File: src/rtl/isa_bus_master.sv
// CPU-side ISA bus initiator: turns one CPU request into a single ISA I/O or memory
// cycle (ALE, AEN, command strobe), honouring IOCHRDY wait states with a timeout.
module isa_bus_master #(
    parameter int unsigned CMD_MIN_CYCLES  = 4,
    parameter int unsigned RECOVERY_CYCLES = 2,
    parameter int unsigned TIMEOUT_CYCLES  = 16
) (
    input  logic        clk_bus,
    input  logic        busreset_l,
    input  logic        cpu_req,
    input  logic        cpu_we,
    input  logic        cpu_io,
    input  logic [19:0] cpu_addr,
    input  logic [7:0]  cpu_wdata,
    output logic        cpu_busy,
    output logic        cpu_ack,
    output logic        cpu_timeout,
    output logic [7:0]  cpu_rdata,
    output logic [19:0] bus_a,
    output logic [15:0] bus_d,
    input  logic [7:0]  bus_in,
    input  logic        bus_dir,
    input  logic        bus_rdy,
    output logic        bus_ale,
    output logic        bus_aen,
    output logic        bus_ior_l,
    output logic        bus_iow_l,
    output logic        bus_memr_l,
    output logic        bus_memw_l
);

    localparam int unsigned CNT_MAX_A = (CMD_MIN_CYCLES > TIMEOUT_CYCLES) ? CMD_MIN_CYCLES : TIMEOUT_CYCLES;
    localparam int unsigned CNT_MAX   = (CNT_MAX_A > RECOVERY_CYCLES) ? CNT_MAX_A : RECOVERY_CYCLES;
    localparam int unsigned CNT_W     = $clog2(CNT_MAX + 1);
    localparam int unsigned AW        = 20;
    localparam int unsigned DW        = 8;

    typedef enum logic [2:0] {
        S_IDLE    = 3'd0,
        S_ADDR    = 3'd1,
        S_CMD     = 3'd2,
        S_WAIT    = 3'd3,
        S_RECOVER = 3'd4
    } state_t;

    state_t           state, nxt_state;
    logic [CNT_W-1:0] cnt, nxt_cnt;
    logic             lat_we, lat_io, nxt_we, nxt_io;
    logic [AW-1:0]    nxt_bus_a;
    logic [2*DW-1:0]  nxt_bus_d;
    logic [DW-1:0]    nxt_rdata;
    logic             nxt_ack, nxt_timeout;
    logic             finish, timed_out, strobe_on;
    logic             nxt_ior_l, nxt_iow_l, nxt_memr_l, nxt_memw_l;

    // Next-state and next-output decode; outputs are derived from the state being entered
    always_comb begin
        nxt_state   = state;
        nxt_cnt     = cnt;
        nxt_we      = lat_we;
        nxt_io      = lat_io;
        nxt_bus_a   = bus_a;
        nxt_bus_d   = bus_d;
        nxt_rdata   = cpu_rdata;
        nxt_ack     = 1'b0;
        nxt_timeout = 1'b0;
        finish      = 1'b0;
        timed_out   = 1'b0;

        case (state)
            S_IDLE: begin
                if (cpu_req) begin
                    nxt_state = S_ADDR;
                    nxt_we    = cpu_we;
                    nxt_io    = cpu_io;
                    nxt_bus_a = cpu_addr;
                    nxt_bus_d = cpu_we ? {8'h00, cpu_wdata} : 16'h0000;
                    nxt_cnt   = '0;
                end
            end
            S_ADDR: begin
                nxt_state = S_CMD;
                nxt_cnt   = CNT_W'(1);
            end
            S_CMD: begin
                if (cnt == CNT_W'(CMD_MIN_CYCLES)) begin
                    if (bus_rdy) begin
                        finish = 1'b1;
                    end else begin
                        nxt_state = S_WAIT;
                        nxt_cnt   = '0;
                    end
                end else begin
                    nxt_cnt = cnt + CNT_W'(1);
                end
            end
            S_WAIT: begin
                if (bus_rdy) begin
                    finish = 1'b1;
                end else if (cnt == CNT_W'(TIMEOUT_CYCLES - 1)) begin
                    finish    = 1'b1;
                    timed_out = 1'b1;
                end else begin
                    nxt_cnt = cnt + CNT_W'(1);
                end
            end
            S_RECOVER: begin
                if (cnt == CNT_W'(RECOVERY_CYCLES - 1)) begin
                    nxt_state = S_IDLE;
                    nxt_cnt   = '0;
                    nxt_bus_d = 16'h0000;
                end else begin
                    nxt_cnt = cnt + CNT_W'(1);
                end
            end
            default: begin
                nxt_state = S_IDLE;
                nxt_cnt   = '0;
            end
        endcase

        // Read data is captured on the edge that leaves CMD/WAIT
        if (finish) begin
            nxt_state   = S_RECOVER;
            nxt_cnt     = '0;
            nxt_ack     = 1'b1;
            nxt_timeout = timed_out;
            if (!lat_we) begin
                nxt_rdata = (bus_dir && !timed_out) ? bus_in : 8'hFF;
            end
        end

        strobe_on  = (nxt_state == S_CMD) || (nxt_state == S_WAIT);
        nxt_ior_l  = !(strobe_on &&  nxt_io && !nxt_we);
        nxt_iow_l  = !(strobe_on &&  nxt_io &&  nxt_we);
        nxt_memr_l = !(strobe_on && !nxt_io && !nxt_we);
        nxt_memw_l = !(strobe_on && !nxt_io &&  nxt_we);
    end

    // State and registered outputs
    always_ff @(posedge clk_bus or negedge busreset_l) begin
        if (!busreset_l) begin
            state       <= S_IDLE;
            cnt         <= '0;
            lat_we      <= 1'b0;
            lat_io      <= 1'b0;
            cpu_busy    <= 1'b0;
            cpu_ack     <= 1'b0;
            cpu_timeout <= 1'b0;
            cpu_rdata   <= 8'hFF;
            bus_a       <= '0;
            bus_d       <= '0;
            bus_ale     <= 1'b0;
            bus_aen     <= 1'b1;
            bus_ior_l   <= 1'b1;
            bus_iow_l   <= 1'b1;
            bus_memr_l  <= 1'b1;
            bus_memw_l  <= 1'b1;
        end else begin
            state       <= nxt_state;
            cnt         <= nxt_cnt;
            lat_we      <= nxt_we;
            lat_io      <= nxt_io;
            cpu_busy    <= (nxt_state != S_IDLE);
            cpu_ack     <= nxt_ack;
            cpu_timeout <= nxt_timeout;
            cpu_rdata   <= nxt_rdata;
            bus_a       <= nxt_bus_a;
            bus_d       <= nxt_bus_d;
            bus_ale     <= (nxt_state == S_ADDR);
            bus_aen     <= (nxt_state == S_IDLE);
            bus_ior_l   <= nxt_ior_l;
            bus_iow_l   <= nxt_iow_l;
            bus_memr_l  <= nxt_memr_l;
            bus_memw_l  <= nxt_memw_l;
        end
    end

endmodule
File: config.mk
export PLATFORM = sky130hd
export DESIGN_NAME = isa_bus_master
export DESIGN_NICKNAME = d
export VERILOG_FILES = /design/src/rtl/isa_bus_master.sv
export SDC_FILE = /design/constraint.sdc
export NUM_CORES = 1
export LEC_CHECK = 0
export BUFFER_PORTS_ARGS = -buffer_cell sky130_fd_sc_hd__buf_4
export CAP_MARGIN = 25
export CORE_UTILIZATION = 25
export CTS_BUF_LIST = sky130_fd_sc_hd__clkbuf_4
export DETAILED_ROUTE_END_ITERATION = 16
export PLACE_DENSITY_LB_ADDON = 0.3
export RECOVER_POWER = 50
export SYNTH_ARGS = -nofsm -noshare
export SYNTH_HDL_FRONTEND = slang
export SYNTH_SLANG_ARGS = --single-unit
File: constraint.sdc
create_clock -name clk_bus -period 5.1 [get_ports clk_bus]
set_input_delay 0.255 -clock clk_bus [delete_from_list [all_inputs] [get_ports clk_bus]]
set_output_delay 0.255 -clock clk_bus [all_outputs]
set_load 0.01 [all_outputs]
# Yosys cells after proc, flatten, opt, wreduce, memory -nomap -nowiden
# Index checks and enable logic that the tools add are counted.
[totals]
register_bits = 63
out_inout_bits = 53
input_bits = 43
wordCells = 89
[op_classes]
reduce_logical = 23
n_eq_ne = 16
n_mux = 32
n_bitwise = 1
add_sub_neg = 1
[op_table]
columns = ["op", "n"]
rows = [
  ["two-way mux 5 bit", 7],
  ["two-way mux 16 bit", 2],
  ["one-hot mux 16 bit (2 select lines)", 1],
  ["one-hot mux 5 bit (5 select lines)", 1],
  ["two-way mux 8 bit", 2],
  ["two-way mux 3 bit", 5],
  ["one-hot mux 3 bit (5 select lines)", 1],
  ["equality test 3 x 2 -> 1 bit (second input constant)", 4],
  ["two-way mux 1 bit", 12],
  ["inequality test 3 bit (second input constant)", 3],
  ["logical AND 1 bit", 7],
  ["zero test 1 bit", 7],
  ["equality test 3 x 1 -> 1 bit (second input constant)", 2],
  ["zero test 3 bit", 2],
  ["adder 5 x 1 -> 5 bit (second input constant)", 1],
  ["equality test 5 x 1 -> 1 bit (second input constant)", 1],
  ["equality test 5 x 3 -> 1 bit (second input constant)", 1],
  ["equality test 5 x 4 -> 1 bit (second input constant)", 1],
  ["inequality test 2 bit (second input constant)", 2],
  ["inequality test 4 bit (second input constant)", 1],
  ["AND reduction 2 bit", 2],
  ["AND reduction 4 bit", 1],
  ["equality test 3 bit (second input constant)", 1],
  ["AND reduction 3 bit", 1],
  ["5 further kinds", 5],
]

# Longest topological paths before layout
[logic_depth]
word_depth = 10
depth_mapped = 8
mapped_depth_nobuf = 7

# Worst setup path before layout
# Ideal clock, no wire load.
[synth_timing]
path_kind = "register to register"
start = "reg cnt[0]"
end = "reg cpu_rdata[0]"
n_path_buf = 1
setup_ns = 0.075
period_less_slack_ns = 1.798
slack_ns = 3.302
arrival_time_ns = 1.724
path_stages_with_launch = 9
t_required_ns = 5.025
cell_sequence = "dfrtp_1 > ha_1 > and3_1 > ha_1 > o21ai_1 > o21ai_2 > nor3b_1 > buf_4 > mux2i_1"
[synth_between]
elab_chain_len = 7
elab_cells_between_ends = 12
cone_classes = "2 x eq/ne; 7 x mux; 3 x reduce/logical"
[synth_lines]
columns = ["element", "line", "text"]
rows = [
  ["from (decl)", "47", "logic [CNT_W-1:0] cnt, nxt_cnt;"],
  ["from (signal assigned)", "161", "cnt <= nxt_cnt;"],
  ["equality test 5 x 4 -> 1 bit", "100", "end else if (cnt == CNT_W'(TIMEOUT_CYCLES - 1)) begin"],
  ["two-way mux 1 bit", "100", ""],
  ["two-way mux 1 bit", "98", "if (bus_rdy) begin"],
  ["two-way mux 1 bit", "70", "case (state)"],
  ["zero test 1 bit", "129", "nxt_rdata = (bus_dir && !timed_out) ? bus_in : 8'hFF;"],
  ["logical AND 1 bit", "129", ""],
  ["two-way mux 8 bit", "129", ""],
  ["to (signal assigned)", "167", "cpu_rdata <= nxt_rdata;"],
  ["to (decl)", "18", "output logic [7:0] cpu_rdata,"],
]
# Parallel ways exist; a longest one is shown, timed or not.
# A chain may end at the register's enable or synchronous reset.

==> flow_metrics.tcl <==
set metrics [dict create \
    dr.max_layer_used "met4" \
    crit_buf_inv 2 \
    violations "capacitance limit, slew limit" \
    grt_pass1_vias 1685 \
    regArea_um2 1390 \
    finalWorstSetupSlack_ps 2070 \
    syn_avg_cell_area_um2 12.2 \
    maxCapViolCount 1 \
    tns_ps 0 \
    synth.distinct_cells 45 \
    status "finished with violations" \
    multi_input_area_um2 936 \
    async_reset_ff_frac 1.00 \
    routed_wl_um 5350 \
    synth-simple-area-share 0.115 \
    die_w_um 102 \
    seq_area_frac_synth 0.559 \
    synth_compound_area_frac 0.0849 \
    peakVddDrop_mv 0.160 \
    start_kind "primary input" \
    grt_start_max_net_pins 56 \
    die_h_um 102 \
    cp.arrival_ps 2900 \
    fillers 1013 \
    drv_slew 56 \
    synthTopCellsByArea "dfrtp_1, dfstp_2, mux2_1" \
    netlist.area_leader.share 0.422 \
    cts_tree "yes" \
    io_pins 96 \
    post_cts_buffers 0 \
    relSlewSlack -0.986 \
    grt_pass1_wl_um 8370 \
    drive_gt1_frac 0.352 \
    powerDensity_nw_per_um2 534 \
    wl_met1_um 2420 \
    yosysTopAreaCell "dfrtp_1" \
    period_minus_slack_ps 3030 \
    dpl_cell_area_um2 3240 \
    ys_ff_latch 55 \
    critPathTopFamily "buffers and inverters" \
    post_drt_wl_per_cell_um 12.6 \
    hp-class "in2reg" \
    antenna_found_initial 0 \
    viasPerCell 4.15 \
    cp-end-kind "asynchronous set/reset pin" \
    antenna_cells 0 \
    skew_ps 16.5 \
    gp_congestion 0.770 \
    numPortBuffers 87 \
    wl_met2_um 2550 \
    cpPeakStageDelay_ps 2100 \
    synth_xor_area_frac 0.00703 \
    root_buffer "clkbuf_4" \
    dieArea_um2 10400 \
    muxShareOfSynthArea 0.135 \
    start_util 0.256 \
    grt_usage 0.106 \
    hold_viol 0 \
    min_period_over_period 0.594 \
    wl_met3_um 348 \
    required_ps 4970 \
    max_freq_mhz 330 \
    nets 339 \
    p_leak_nw 1.49 \
    criticalPathCategory "in2async" \
    drc 0 \
    crit_slowest_cell "clkbuf_1" \
    yosys.area_share.adder 0.0201 \
    path_cells "dlygate4sd3_1 > clkbuf_1" \
    pre_cts_ws_ps 2660 \
    synth_area_um2 2490 \
    syn_inst 205 \
    post-synth-top-count-cell "dfrtp_1" \
    clkSlewWorstSetupHoldPaths_ps 180 \
    htree_levels 2 \
    synth-edff-count 0 \
    rsz0062_at_grt "false" \
    grt.overflow.total 0 \
    clk_latency_ps 380 \
    drtAntennaViolNets 0 \
    design_area_um2 3230 \
    synth_top_family_by_area "multiplexers" \
    rows 36 \
    cts_buffers 5 \
    dp_hpwl_um 3820 \
    yosys_warnings 0 \
    coreArea_um2 9730 \
    netlist_top_cells_count "dfrtp_1, inv_1, mux2_1" \
    detailedRoute.firstIterationViolations 79 \
    num_vias 1768 \
    setup-violations-final 0 \
    clock_path_buffers 2 \
    clock-sinks 55 \
    syn_to_final_growth_pct 29.7 \
    first_pass_iters 4 \
    crit_fanout 55 \
    tightestPinTransition_ps 2980 \
    ys.flop_type "dfrtp_1" \
]
-- placed cells by master, fill, tap and decap left out, types with 10 or more instances in the layout --
cell / instances
buf_4: 65
dfstp_2: 13
nor2_1: 10
mux2i_1: 11
dfrtp_1: 42
clkbuf_1: 23
nand3_1: 11
mux2_1: 16
inv_1: 23
-- state kept, by name (all words and copies together) (netlist names) --
register	flops
bus_a	20
bus_d	8
cpu_rdata	8
cnt	5
state	3
bus_aen	1
bus_ale	1
bus_ior_l	1
bus_iow_l	1
bus_memr_l	1
bus_memw_l	1
cpu_ack	1
cpu_busy	1
cpu_timeout	1
lat_io	1
lat_we	1
-- area by class of cell --
type,instances,share of cell area
multi-input combinational,118,0.290
sequential,55,0.431
timing repair buffer,89,0.181
tap,133,0.0515
clock inverter,3,0.00890
clock buffer,5,0.0116
inverter,23,0.0267
-- path summary, 6_finish.rpt --
path	from	endpoint	slack, ps	cells past startpoint
worst max-delay path	busreset_l	bus_a[0]$_DFFE_PN0P_	2070	2
worst min-delay path	cpu_addr[2]	bus_a[2]$_DFFE_PN0P_	70	2
worst max register to register	cnt[0]$_DFFE_PN0P_	cpu_rdata[5]$_DFFE_PN1P_	2680	7
worst min register to register	cpu_rdata[4]$_DFFE_PN1P_	cpu_rdata[4]$_DFFE_PN1P_	480	2
max in group clk_bus	cnt[0]$_DFFE_PN0P_	cpu_rdata[5]$_DFFE_PN1P_	2680	7
min in group asynchronous	busreset_l	bus_d[7]$_DFFE_PN0P_	1370	2
-- power breakdown --
part           switching, mW  internal, mW
Combinational          0.374         0.352
Sequential             0.141         0.647
Clock                  0.151        0.0594
-- per-layer routing --
layer,track usage,vias up
met3,0.0294,2
met1,0.133,852
li1,-,858
met2,0.178,56
met4,0.0330,0
met5,0,-
-- metrics by stage --
stage	util	instances	hold slack (ps)	total power, mW
floorplan	-	212	-40.6	1.24
global placement	0.333	417	365	1.59
detailed placement	0.333	417	366	1.60
CTS	0.341	426	49.4	1.83
global route	0.332	426	34.1	1.87
finish	0.332	426	70.2	1.72
-- kinds of logic (layout without fill, tap and decap cells) --
logic type / count (synthesis) / count (layout)
adders and majority gates: 4 / 4
DFF: 55 / 55
and+or+nand+nor: 44 / 44
muxes: 31 / 31
buffers and inverters: 39 / 120
xor gates and xnor gates: 2 / 2
AOI/OAI and AO/OA: 29 / 29
other: 1 / 8
-- repair_timing --
item                                    CTS  global route
gates resized for setup                   0             0
endpoints found under the hold margin    42             0
endpoints found under the setup margin    0             0
hold buffers                              1             0
Power figures use the tool's default switching activity.
